### src/rtl/tsc_pkg.sv
// Shared types and constants for the TSC capture/readout sequencer.
package tsc_pkg;

  localparam int TSC_BYTE_W     = 8;
  localparam int TSC_NBYTES_DEF = 32;

  localparam logic [1:0] ERR_NONE    = 2'd0;
  localparam logic [1:0] ERR_TRIG_TO = 2'd1;
  localparam logic [1:0] ERR_XFER_TO = 2'd2;
  localparam logic [1:0] ERR_FRAME   = 2'd3;

  // HUNT and DATA live inside tsc_rx_deser; the sequencer sees both as ST_RECV.
  typedef enum logic [3:0] {
    ST_IDLE      = 4'd0,
    ST_PREP      = 4'd1,
    ST_ARM       = 4'd2,
    ST_WAIT_TRIG = 4'd3,
    ST_SEND      = 4'd4,
    ST_RECV      = 4'd5,
    ST_WAIT_CD   = 4'd6,
    ST_DONE      = 4'd7,
    ST_ERROR     = 4'd8
  } tsc_state_e;

endpackage

### src/rtl/tsc_sequencer_if.sv
// Link between the sequencer (master) and the TSC device (slave).
interface tsc_sequencer_if;

  logic reset;
  logic start;
  logic sbf;
  logic trd;
  logic cd;
  logic sd;

  modport master (
    output reset, start, sbf,
    input  trd, cd, sd
  );

  modport slave (
    input  reset, start, sbf,
    output trd, cd, sd
  );

endinterface

### src/rtl/tsc_rx_deser.sv
// Serial-to-byte deserialiser: hunts for a 0 start bit, then shifts 8 data bits MSB first.
module tsc_rx_deser
  import tsc_pkg::*;
(
  input  logic                  clk,
  input  logic                  reset_n,
  input  logic                  en,
  input  logic                  sd,
  output logic [TSC_BYTE_W-1:0] data,
  output logic                  vld
);

  logic                  in_data_q;
  logic [2:0]            bit_cnt_q;
  logic [TSC_BYTE_W-2:0] shift_q;

  // Dropping en discards any partial frame, so abort/cd/timeout never yield a strobe.
  always_ff @(posedge clk or negedge reset_n) begin
    if (!reset_n) begin
      in_data_q <= 1'b0;
      bit_cnt_q <= 3'd7;
      shift_q   <= '0;
      data      <= '0;
      vld       <= 1'b0;
    end else begin
      vld <= 1'b0;
      if (!en) begin
        in_data_q <= 1'b0;
        bit_cnt_q <= 3'd7;
      end else if (!in_data_q) begin
        if (!sd) begin
          in_data_q <= 1'b1;
          bit_cnt_q <= 3'd7;
        end
      end else begin
        shift_q <= {shift_q[TSC_BYTE_W-3:0], sd};
        if (bit_cnt_q == 3'd0) begin
          data      <= {shift_q, sd};
          vld       <= 1'b1;
          in_data_q <= 1'b0;
        end else begin
          bit_cnt_q <= bit_cnt_q - 3'd1;
        end
      end
    end
  end

endmodule

### src/rtl/tsc_sequencer.sv
// Runs one TSC trigger/readout cycle per cmd_arm, with timeouts, abort and error codes.
// Define TSC_SEQ_CHECKSUM_EN to enable the running XOR checksum on chk.
module tsc_sequencer
  import tsc_pkg::*;
#(
  parameter int  NBYTES       = TSC_NBYTES_DEF,
  parameter int  TRIG_TIMEOUT = 1000000,
  parameter int  XFER_TIMEOUT = 4096,
  parameter int  START_GAP    = 2,
  localparam int IDX_W        = $clog2(NBYTES)
) (
  input  logic                  clk,
  input  logic                  reset_n,
  input  logic                  cmd_arm,
  input  logic                  cmd_abort,
  tsc_sequencer_if.master       tsc,
  output logic [TSC_BYTE_W-1:0] byte_data,
  output logic                  byte_valid,
  output logic [IDX_W-1:0]      byte_idx,
  output logic                  busy,
  output logic                  done,
  output logic [1:0]            err,
  output logic [TSC_BYTE_W-1:0] chk
);

  localparam int CNT_W  = $clog2(NBYTES) + 1;
  localparam int TRIG_W = $clog2(TRIG_TIMEOUT) + 1;
  localparam int XFER_W = $clog2(XFER_TIMEOUT) + 1;
  localparam int GAP_W  = $clog2(START_GAP) + 1;

  localparam logic [CNT_W-1:0]  LAST_BYTE = CNT_W'(NBYTES - 1);
  localparam logic [TRIG_W-1:0] LAST_TRIG = TRIG_W'(TRIG_TIMEOUT - 1);
  localparam logic [XFER_W-1:0] LAST_XFER = XFER_W'(XFER_TIMEOUT - 1);
  localparam logic [GAP_W-1:0]  LAST_GAP  = GAP_W'(START_GAP - 1);

  tsc_state_e            state_q, state_d;
  logic [1:0]            err_q, err_d;
  logic [GAP_W-1:0]      gap_cnt_q;
  logic [TRIG_W-1:0]     trig_cnt_q;
  logic [XFER_W-1:0]     xfer_cnt_q;
  logic [CNT_W-1:0]      byte_cnt_q;
  logic                  rx_en;
  logic                  rx_vld;
  logic [TSC_BYTE_W-1:0] rx_data;
  logic                  parked;
  logic                  arm_acc;
  logic                  xfer_expired;

  assign parked       = (state_q == ST_IDLE) || (state_q == ST_DONE) || (state_q == ST_ERROR);
  assign arm_acc      = cmd_arm && parked;
  assign xfer_expired = (xfer_cnt_q == LAST_XFER);

  always_comb begin
    state_d = state_q;
    err_d   = err_q;
    unique case (state_q)
      ST_IDLE, ST_DONE, ST_ERROR: begin
        if (cmd_arm) begin
          state_d = ST_PREP;
          err_d   = ERR_NONE;
        end
      end
      ST_PREP: begin
        if (gap_cnt_q == LAST_GAP) state_d = ST_ARM;
      end
      ST_ARM: state_d = ST_WAIT_TRIG;
      ST_WAIT_TRIG: begin
        if (tsc.trd) begin
          state_d = ST_SEND;
        end else if (trig_cnt_q == LAST_TRIG) begin
          state_d = ST_ERROR;
          err_d   = ERR_TRIG_TO;
        end
      end
      ST_SEND: state_d = ST_RECV;
      ST_RECV: begin
        if (tsc.cd) begin
          state_d = ST_ERROR;
          err_d   = ERR_FRAME;
        end else if (xfer_expired) begin
          state_d = ST_ERROR;
          err_d   = ERR_XFER_TO;
        end else if (rx_vld && (byte_cnt_q == LAST_BYTE)) begin
          state_d = ST_WAIT_CD;
        end
      end
      ST_WAIT_CD: begin
        if (tsc.cd) begin
          state_d = ST_DONE;
        end else if (xfer_expired) begin
          state_d = ST_ERROR;
          err_d   = ERR_XFER_TO;
        end
      end
      default: state_d = ST_IDLE;
    endcase
    // Abort overrides every other event in a busy state and leaves err untouched.
    if (cmd_abort && !parked) begin
      state_d = ST_IDLE;
      err_d   = err_q;
    end
  end

  // The deserialiser only runs while the sequencer stays in RECV across the edge.
  assign rx_en = (state_q == ST_RECV) && (state_d == ST_RECV);

  tsc_rx_deser u_rx (
    .clk     (clk),
    .reset_n (reset_n),
    .en      (rx_en),
    .sd      (tsc.sd),
    .data    (rx_data),
    .vld     (rx_vld)
  );

  // Each counter only advances in its own state and that state exits at the last value.
  always_ff @(posedge clk or negedge reset_n) begin
    if (!reset_n) begin
      state_q    <= ST_IDLE;
      err_q      <= ERR_NONE;
      gap_cnt_q  <= '0;
      trig_cnt_q <= '0;
      xfer_cnt_q <= '0;
      byte_cnt_q <= '0;
    end else begin
      state_q    <= state_d;
      err_q      <= err_d;
      gap_cnt_q  <= (state_q == ST_PREP) ? gap_cnt_q + 1'b1 : '0;
      trig_cnt_q <= (state_q == ST_WAIT_TRIG) ? trig_cnt_q + 1'b1 : '0;
      xfer_cnt_q <= ((state_q == ST_RECV) || (state_q == ST_WAIT_CD)) ? xfer_cnt_q + 1'b1 : '0;
      if (arm_acc) begin
        byte_cnt_q <= '0;
      end else if ((state_q == ST_RECV) && rx_vld) begin
        byte_cnt_q <= byte_cnt_q + 1'b1;
      end
    end
  end

  assign tsc.reset  = parked;
  assign tsc.start  = (state_q == ST_ARM);
  assign tsc.sbf    = (state_q == ST_SEND);
  assign busy       = !parked;
  assign done       = (state_q == ST_DONE);
  assign err        = err_q;
  assign byte_data  = rx_data;
  assign byte_valid = rx_vld;
  assign byte_idx   = byte_cnt_q[IDX_W-1:0];

`ifdef TSC_SEQ_CHECKSUM_EN
  logic [TSC_BYTE_W-1:0] chk_q;

  always_ff @(posedge clk or negedge reset_n) begin
    if (!reset_n) begin
      chk_q <= '0;
    end else if (arm_acc) begin
      chk_q <= '0;
    end else if (rx_vld) begin
      chk_q <= chk_q ^ rx_data;
    end
  end

  assign chk = chk_q;
`else
  assign chk = '0;
`endif

endmodule

### src/flat_wrapper.sv
// flat-port wrapper written by rule: the top's interface ports become plain ports
module tsc_sequencer_flat import tsc_pkg::*;
#(
  parameter int  NBYTES       = TSC_NBYTES_DEF,
  parameter int  TRIG_TIMEOUT = 1000000,
  parameter int  XFER_TIMEOUT = 4096,
  parameter int  START_GAP    = 2,
  localparam int IDX_W        = $clog2(NBYTES)
)
  (clk, reset_n, cmd_arm, cmd_abort, byte_data, byte_valid, byte_idx, busy, done, err, chk, tsc_reset, tsc_start, tsc_sbf, tsc_trd, tsc_cd, tsc_sd);
  tsc_sequencer_if tsc_i ();
  input  logic clk;
  input  logic reset_n;
  input  logic cmd_arm;
  input  logic cmd_abort;
  output logic [TSC_BYTE_W-1:0] byte_data;
  output logic byte_valid;
  output logic [IDX_W-1:0] byte_idx;
  output logic busy;
  output logic done;
  output logic [1:0] err;
  output logic [TSC_BYTE_W-1:0] chk;
  output wire logic [$bits(tsc_i.reset)-1:0] tsc_reset;
  output wire logic [$bits(tsc_i.start)-1:0] tsc_start;
  output wire logic [$bits(tsc_i.sbf)-1:0] tsc_sbf;
  input wire logic [$bits(tsc_i.trd)-1:0] tsc_trd;
  input wire logic [$bits(tsc_i.cd)-1:0] tsc_cd;
  input wire logic [$bits(tsc_i.sd)-1:0] tsc_sd;
  assign tsc_reset = tsc_i.reset;
  assign tsc_start = tsc_i.start;
  assign tsc_sbf = tsc_i.sbf;
  assign tsc_i.trd = tsc_trd;
  assign tsc_i.cd = tsc_cd;
  assign tsc_i.sd = tsc_sd;
  tsc_sequencer #(.NBYTES(NBYTES), .TRIG_TIMEOUT(TRIG_TIMEOUT), .XFER_TIMEOUT(XFER_TIMEOUT), .START_GAP(START_GAP)) u_core (.clk(clk), .reset_n(reset_n), .cmd_arm(cmd_arm), .cmd_abort(cmd_abort), .tsc(tsc_i), .byte_data(byte_data), .byte_valid(byte_valid), .byte_idx(byte_idx), .busy(busy), .done(done), .err(err), .chk(chk));
endmodule
### config.mk
export PLATFORM = sky130hd
export DESIGN_NAME = tsc_sequencer_flat
export DESIGN_NICKNAME = d
export VERILOG_FILES = /design/src/rtl/tsc_pkg.sv /design/src/rtl/tsc_sequencer_if.sv /design/src/rtl/tsc_rx_deser.sv /design/src/rtl/tsc_sequencer.sv /design/src/flat_wrapper.sv
export SDC_FILE = /design/constraint.sdc
export NUM_CORES = 1
export LEC_CHECK = 0
export ABC_AREA = 1
export CAP_MARGIN = 30
export CORE_AREA = 8 8 103 96
export CTS_CLUSTER_SIZE = 28
export DETAILED_ROUTE_END_ITERATION = 12
export DIE_AREA = 0 0 111 104
export RECOVER_POWER = 25
export SETUP_SLACK_MARGIN = 0.3
export SLEW_MARGIN = 20
export SYNTH_ARGS = -nofsm -noshare
export SYNTH_HDL_FRONTEND = slang
export SYNTH_SLANG_ARGS = --single-unit
### constraint.sdc
create_clock -name clk -period 2.55 [get_ports clk]
set_clock_uncertainty 0.1 [all_clocks]
set_input_delay 0.765 -clock clk [delete_from_list [all_inputs] [get_ports clk]]
set_output_delay 0.765 -clock clk [all_outputs]
set_load 0.05 [all_outputs]
* Word level (Yosys, flattened, before mapping)
Cells that the tools add are included.
Storage, ports and cells: bits in registers 68, logic and storage cells 88
Operators by class: $add $sub $neg 5, eq/ne operators 19, mux-type cells 34, bitwise logic cells 1, reductions and logical operators 18
Operators by type and width (number):
- 2-to-1 mux 4 bit | 10
- case mux 4 bit (7 select lines) | 1
- adder 21 x 1 -> 21 bit (second input constant) | 1
- == test 21 x 20 -> 1 bit (second input constant) | 1
- 2-to-1 mux 21 bit | 1
- == test 4 x 3 -> 1 bit (second input constant) | 5
- 2-to-1 mux 2 bit | 7
- adder 13 x 1 -> 13 bit (second input constant) | 1
- == test 13 x 12 -> 1 bit (second input constant) | 1
- 2-to-1 mux 13 bit | 1
- 2-to-1 mux 3 bit | 4
- 2-to-1 mux 6 bit | 2
- == test 4 x 2 -> 1 bit (second input constant) | 2
- case mux 2 bit (4 select lines) | 1
- 2-to-1 mux 1 bit | 7
- adder 6 x 1 -> 6 bit (second input constant) | 1
- == test 6 x 5 -> 1 bit (second input constant) | 1
- inequality test 2 bit (second input constant) | 3
- AND reduction 6 bit | 1
- logical AND 1 bit | 5
- == test 4 x 1 -> 1 bit (second input constant) | 1
- == test 4 bit (second input constant) | 1
- logical NOT 4 bit | 1
- AND reduction 2 bit | 2
- other kinds (14) | 16

* Longest topological paths before layout
Gate-level depths: netlist (run 1).
depth in word-level cells 11, gate-level depth with buffers 13, gate-level depth less buffers 13

* Hierarchy
Synthesis (run 1) repeated with hierarchy kept, for this count alone.
Unflattened totals: cells, all modules 493, area, all modules 3757.4 um2
Modules (own cells, without submodules):
- tsc_sequencer | instances 1, cells each 397, area an instance 2861.5 um2, sequential area each 1201.2 um2
- tsc_rx_deser | instances 1, cells each 96, area an instance 895.9 um2, sequential area each 504.2 um2

* Worst setup path after synthesis (run 1)
OpenSTA, ideal clock, no wires.
path kind register -> output, from register u_core.state_q[1], to output done, arrival 1.204 ns, path slack 0.481 ns, cell stages (with the launch flop) 3, cell sequence dfrtp_1 nand2_1 nor2_1
On the way: cells in the longest elaborated chain, start to end 1
Ends and longest elaborated chain:
- from (decl) | RTL line tsc_sequencer.sv:36 | tsc_state_e state_q, state_d;
- from (signal assigned) | RTL line tsc_sequencer.sv:126 | state_q <= state_d;
- == test 4 x 3 -> 1 bit | RTL line tsc_sequencer.sv:143 | assign done = (state_q == ST_DONE);
- to (decl) | RTL line flat_wrapper.sv:20 | output logic done;
Every way passes these cells.

* Worst setup path in the final report (run 1)
from register u_core.state_q[3], to output tsc_sbf
On the way: cells in the longest elaborated chain, start to end 1
Ends and longest elaborated chain:
- == test 4 x 3 -> 1 bit | RTL line tsc_sequencer.sv:141 | assign tsc.sbf = (state_q == ST_SEND);
- to (decl) | RTL line flat_wrapper.sv:25 | output wire logic [$bits(tsc_i.sbf)-1:0] tsc_sbf;
Every way passes these cells.

==> reports/summary.txt, run 1 <==
Share of layout cells above drive strength 1: 17.81%
Slew Limit Fails: 0
Via density: 5.032
PwrDens: 754.5 nW/um^2
Largest net degree at the start of global routing: 34
Area leader, netlist: dfrtp_1
Die height: 104 um
Crit path capture type: primary output
Via Count: 2944
Setup TNS: 0 ps
Clk root buf: clkbuf_8
Crit path kind: reg -> out
Flop pwr share: 37.3%
Syn-to-layout area delta: 19.36%
Mapped cell area: 3567 um^2
Syn Area/Cell: 8.257 um^2
Nets: 491
Yosys reg bits: 68
Die Width: 111 um
Seq/Total Area, Yosys: 47.81%
First-pass detailed-route iteration total: 4
Clock power frac: 25.1%
Cell Area, Placed: 3966 um^2
CTS tree: yes
Final Hold Violating Endpoints: 0
Switching Fraction: 39.26%
Die Area: 11540 um^2
RSZ-0062 raised after global routing: yes
Antenna-violating nets left: 0
Internal: 1.951 mW
CP required: 1690 ps
Overflow after GRT: 0
Drt drc: 0
Synth cell count leaders: 78 x nand2_1, 67 x inv_1, 65 x dfrtp_1, 47 x nor2_1, 29 x nand3_1
Slew headroom: 39.09%
Core ar.: 8208 um^2
Combinational share of power: 37.6%
Net Switching: 1.261 mW
# setup viols final: 0
Clk Latency, worst-skew pair: 340 ps
Min-delay worst type: reg -> reg
Fin crit share: 88.51%
DR WL/cell: 12.97 um
Measured slew at the worst slew-check pin: 913.6 ps
Buffers added on ports: 27
Element type at the critical path start: register
Critical path peak fanout: 3
Async SR Flop Fraction: 100.0%
Max-cap violations: 0
Number of DRC markers in iteration 0: 134
Peak supply drop: 406.8 uV
Antenna diodes: 0
WP data arrival: 1390 ps
Clock Sinks: 68
Design Area, Final: 4258 um^2
Post-synthesis cell count: 432
Leakage: 2.081 nW
Dominant synthesized flop cell: dfrtp_1
Overall routing resource usage: 13.40%
Final WL: 7.586 mm
Initial antenna violation count: 0
I/O Pins: 36
Initial Utilization: 43.46%
CTS Buf Count: 9
FP Rows: 32
Synth warn: 0
Post-DP HPWL: 5.481 mm
Vias in the first global route: 2797
CTS clk-pin slew, worst paths: 80 ps
Number of synthesized flops with an enable pin: 0
Status: finished, final reports clean
RD Place Congestion: 0.9053
First-pass GRT wire length: 13.01 mm
Min Tclk post-route: 2257 ps
Clk buf depth: 2
Share of the synthesized area in the top cell type: 45.60%
Hold-fix buffers, CTS: 0
Dominant cells by area after synthesis: dfrtp_1 46%, nand2_1 8.2%, inv_1 7.1%, nor2_1 4.9%, nand3_1 4.1%
Yosys cell types: 36
Max H-tree Level: 3
Most common cell in the synthesized netlist: nand2_1
FMAX: 443.1 MHz
## metal layers
metal | GRT usage (%) | wire, um | part of all wire [%]
met1 | 16.93 | 3612 | 48
met2 | 21.02 | 3520 | 46
met3 | 3.057 | 292 | 3.8
met4 | 6.654 | 161 | 2.1
met5 | 0 | 0 | 0
## per-stage QoR
step | util, % | hold WS [ps] | instances | total power [mW] | worst slack (ps)
2_1_floorplan | - | 309.1 | 439 | 1.937 | 481.1
3_3_place_gp | 48.32 | 321.1 | 557 | 2.307 | 101.5
3_5_place_dp | 48.32 | 325.7 | 557 | 2.311 | 62.90
4_1_cts | 51.02 | 247.5 | 580 | 3.175 | 289.1
5_1_grt | 51.88 | 354.8 | 585 | 3.398 | 227.4
6_report | 51.88 | 333.2 | 585 | 3.213 | 292.9
## flip-flops by register name, indices dropped and copies added (netlist names), 2 cells and up
name	count
u_core.trig_cnt_q	21
u_core.xfer_cnt_q	13
u_core.u_rx.data	8
u_core.u_rx.shift_q	7
u_core.byte_cnt_q	6
u_core.state_q	4
u_core.u_rx.bit_cnt_q	3
u_core.err	2
u_core.gap_cnt_q	2
## worst max-delay path, stage by stage (launching register included)
cell and delay [ps]:
dfrtp_1 440, inv_2 110, nand2_4 70, inv_4 80, nand2_1 120, inv_2 100, buf_12 130
## logic make-up (layout without fill, tap and decap cells)
| group | after synthesis | in the layout | share of synthesized area, % |
|---|---|---|---|
| AND/OR/NAND/NOR | 195 | 195 | 25.25 |
| buffers and inverters | 87 | 131 | 10.94 |
| AO/OA/AOI/OAI | 70 | 70 | 12.56 |
| flip-flops | 68 | 68 | 47.81 |
| adder cells (fa/ha/maj) | 6 | 6 | 2.104 |
| XOR/XNOR | 5 | 5 | 1.228 |
| other | 1 | 8 | 0.1051 |
## layout by cell type, fill, tap and decap left out, drive strengths merged
cell type,count
xnor2,2
ha,6
dlygate4sd2,15
and2,1
o221a,1
o2111ai,1
dfrtp,65
nand4,10
clkinvlp,1
a21oi,22
clkinv,5
nand2,83
o211a,1
clkdlybuf4s50,5
buf,22
nand3,30
clkbuf,12
and3,3
a211oi,4
a221oi,2
a41oi,2
clkdlybuf4s15,1
dfstp,3
conb,8
o21a,2
nor3,18
xor2,3
inv,70
nor2,48
or2,2
o21ai,35
## final cells by class
class,instances,area [um^2]
Clock buffer,10,137.6
Clock inverter,6,40.04
Fill cell,776,3950
Inverter,70,267.8
Multi-Input combinational cell,284,1550
Sequential cell,68,1707
Tap cell,102,127.6
Timing Repair Buffer,45,427.9
## what timing repair did
action                                 in CTS  in global routing
setup endpoints to repair                  28                 24
gates resized for setup                    23                 15
setup buffers                               7                  5
endpoints found under the hold margin       0                  0
pin swaps                                   2                  3
## final timing paths
kind	depth (start not counted)	from	slack [ps]	to
hold reg to reg	1	u_core.gap_cnt_q[0]	330	u_core.gap_cnt_q[0]
setup / recovery	6	u_core.state_q[3]	290	tsc_sbf
setup reg to reg	15	u_core.state_q[3]	460	u_core.u_rx.data[7]
max in group asynchronous	2	reset_n	580	u_core.state_q[1]
min in group asynchronous	1	reset_n	430	u_core.xfer_cnt_q[6]
hold / removal	1	u_core.gap_cnt_q[0]	330	u_core.gap_cnt_q[0]
## power by group through the flow
stage	combinational (mW)	sequential (mW)	clock, mW
finish	1.21	1.20	0.806
global route	1.31	1.21	0.884
CTS	1.15	1.19	0.834
detailed placement	1.09	1.22	0
global placement	1.09	1.22	0
floorplan	0.692	1.24	0
Note: power is estimated with default switching activity, not from simulation.
==> run 2: changes to the inputs <==
--- a/config.mk
+++ b/config.mk
@@ -7,10 +7,10 @@
 export LEC_CHECK = 0
 export ABC_AREA = 1
 export CAP_MARGIN = 30
-export CORE_AREA = 8 8 103 96
+export CORE_AREA = 4 4 99 92
 export CTS_CLUSTER_SIZE = 28
 export DETAILED_ROUTE_END_ITERATION = 12
-export DIE_AREA = 0 0 111 104
+export DIE_AREA = 0 0 103 96
 export RECOVER_POWER = 25
 export SETUP_SLACK_MARGIN = 0.3
 export SLEW_MARGIN = 20
==> constraint.sdc (replaced) <==
create_clock -name clk -period 2.6 [get_ports clk]
set_clock_uncertainty 0.1 [all_clocks]
set_input_delay 0.78 -clock clk [delete_from_list [all_inputs] [get_ports clk]]
set_output_delay 0.78 -clock clk [all_outputs]
set_load 0.05 [all_outputs]
==> run 2 against run 1 <==
  * Cell area fell by 0.41%
  * Routed wire length fell by 2.5%
  * Largest cell class unchanged
  * Core utilization up 1.2 points
  * Clock power rose by 8.4%
  * Worst setup slack better by 31 ps
==> reports/summary.txt, run 2 (synthesis gave the netlist of run 1 again) <==
Final WS setup: 323.8 ps (+30.92 ps)
PwrDens: 752.8 nW/um^2 (-0.23%)
Min Tclk post-route: 2276 ps
DR WL met3: 412 um (+41%)
WP data arrival: 1400 ps (about the same)
Slew Limit Fails: 0 (unchanged)
Measured slew at the worst slew-check pin: 1269 ps (+354.9 ps)
Top flop regs: u_core.trig_cnt_q: 21 flops, u_core.xfer_cnt_q: 13 flops, u_core.u_rx.data: 8 flops
CP required: 1720 ps (+30 ps)
Final WL: 7.399 mm (-2.5%)
Peak supply drop: 453.3 uV (+11%)
First-pass GRT wire length: 12.41 mm (-4.6%)
Most flop-heavy register: u_core.trig_cnt_q
Die Area: 9888 um^2 (-14%)
Clock Sinks: 68 (unchanged)
Overflow after GRT: 0 (unchanged)
I/O Pins: 36 (unchanged)
Initial antenna violation count: 0 (unchanged)
Die height: 96 um (-7.7%)
Buffers added on ports: 27 (unchanged)
Final Hold Violating Endpoints: 0 (unchanged)
Via Count: 2889 (-1.9%)
CTS tree: yes
WL met2: 3.296 mm (-6.4%)
Max-cap violations: 0 (unchanged)
Status: finished, final reports clean
Commonest non-fill, non-tap cells in the layout: 76 x nand2_1, 63 x inv_1, 63 x dfrtp_1
WL met1: 3.608 mm (-0.11%)
First-pass detailed-route iteration total: 4 (unchanged)
Vias in the first global route: 2700 (-3.5%)
CTS clk-pin slew, worst paths: 70 ps (about the same)
RD Place Congestion: 0.8576 (-5.3%)
RSZ-0062 raised after global routing: yes
Critical path peak fanout: 3 (unchanged)
Min-delay worst type: reg -> reg
Clk Latency, worst-skew pair: 350 ps (about the same)
Setup WS pre-CTS: 70.73 ps (+7.829 ps)
Initial Utilization: 44.64% (+1.2 points)
Leakage: 2.078 nW (-0.13%)
Number of DRC markers in iteration 0: 96 (-28%)
Overall routing resource usage: 16.01% (+2.6 points)
Max FFs per register: 21 (unchanged)
Die Width: 103 um (-7.2%)
FP Rows: 31 (-3.1%)
Largest net degree at the start of global routing: 49 (+44%)
Hold-fix buffers, CTS: 0 (unchanged)
Design Area, Final: 4240 um^2 (-0.41%)
Cell Area, Placed: 3963 um^2 (about the same)
Fin crit share: 87.54%
Antenna-violating nets left: 0 (unchanged)
DR WL/cell: 12.80 um (-1.3%)
Syn-to-layout area delta: 18.87%
Clk buf depth: 2 (unchanged)
Core ar.: 7990 um^2 (-2.7%)
Share of layout cells above drive strength 1: 16.91% (-0.90 points)
Slew headroom: 15.43% (-24 points)
Drt drc: 0 (unchanged)
Antenna diodes: 0 (unchanged)
Element type at the critical path start: register
Clk root buf: clkbuf_8
Fillers: 752 (-3.1%)
Crit path kind: reg -> out
Max H-tree Level: 3 (unchanged)
CTS Buf Count: 9 (unchanged)
# setup viols final: 0 (unchanged)
Most common cell after layout, fill and taps aside: nand2_1
Via density: 4.998 (-0.68%)
Max Used Layer: met4
FMAX: 439.3 MHz
Crit path capture type: primary output
Post-DP HPWL: 5.289 mm (-3.5%)
Setup TNS: 0 ps (unchanged)
Nets: 487 (-0.81%)
-- run 2: cell types whose count changed in the layout (fill, tap and decap cells not counted), moves of 2 or more --
| cell | change |
|---|---|
| buf_4 | -5 |
| nand2_4 | -2 |
| nor2_2 | +2 |
| buf_12 | +2 |
| nand2_2 | +2 |
| nor2_4 | -2 |
-- run 2: area by class of cell --
class | instances | area, um^2 | area share [%]
clock inverters | 7 | 75.07 | 1.770
flip-flops and latches | 68 | 1708 | 40.28
multi-input cells | 284 | 1520 | 35.85
clock buffers | 9 | 123.9 | 2.921
well taps | 99 | 123.9 | 2.921
repair buffers | 41 | 424.2 | 10.00
inverters | 70 | 265.3 | 6.256
-- run 2: per-stage QoR --
stage | instances | utilization (%) | hold WS (ps) | power [mW]
global route | 578 | 53.07 | 363.5 | 3.373
global placement | 554 | 49.59 | 322.2 | 2.255
CTS | 571 | 52.00 | 316.9 | 3.163
finish | 578 | 53.07 | 338.5 | 3.192
detailed placement | 554 | 49.59 | 337.0 | 2.264
floorplan | 439 | - | 309.1 | 1.899
-- run 2: path summary, 6_finish.rpt --
kind / slack, ps / startpoint / to / depth (start not counted)
setup / recovery: 320 / u_core.state_q[3] / busy / 7
hold / removal: 340 / u_core.gap_cnt_q[0] / u_core.gap_cnt_q[0] / 1
setup reg to reg: 430 / u_core.state_q[2] / u_core.u_rx.shift_q[4] / 9
hold reg to reg: 340 / u_core.gap_cnt_q[0] / u_core.gap_cnt_q[0] / 1
max in group asynchronous: 940 / reset_n / u_core.state_q[1] / 2
min in group asynchronous: 590 / reset_n / u_core.trig_cnt_q[4] / 1
-- run 2: repair_timing --
| action | 4_1_cts | 5_1_grt |
|---|---|---|
| gates resized for setup | 22 | 9 |
| buffers inserted | 1 | 7 |
| endpoints found under the setup margin | 19 | 22 |
| pin swaps | 0 | 4 |
-- run 2: routing by layer --
metal  track usage, %  up-vias
li1                 -     1471
met1            22.58     1344
met2            23.82       66
met3            4.783        8
met4            4.639        0
met5                0        -
-- run 2: critical path: stages, from the launching register on --
cell and delay, ps:
dfrtp_1 430, inv_2 90, nand2_2 80, inv_2 90, nand2_2 70, nand2_4 100
inv_4 60, buf_12 140
-- run 2: report_power, final --
| group | internal, mW | switching, mW | total (mW) |
|---|---|---|---|
| clock network | 0.447 | 0.427 | 0.874 |
| logic | 0.396 | 0.743 | 1.14 |
| registers | 1.12 | 0.0586 | 1.18 |
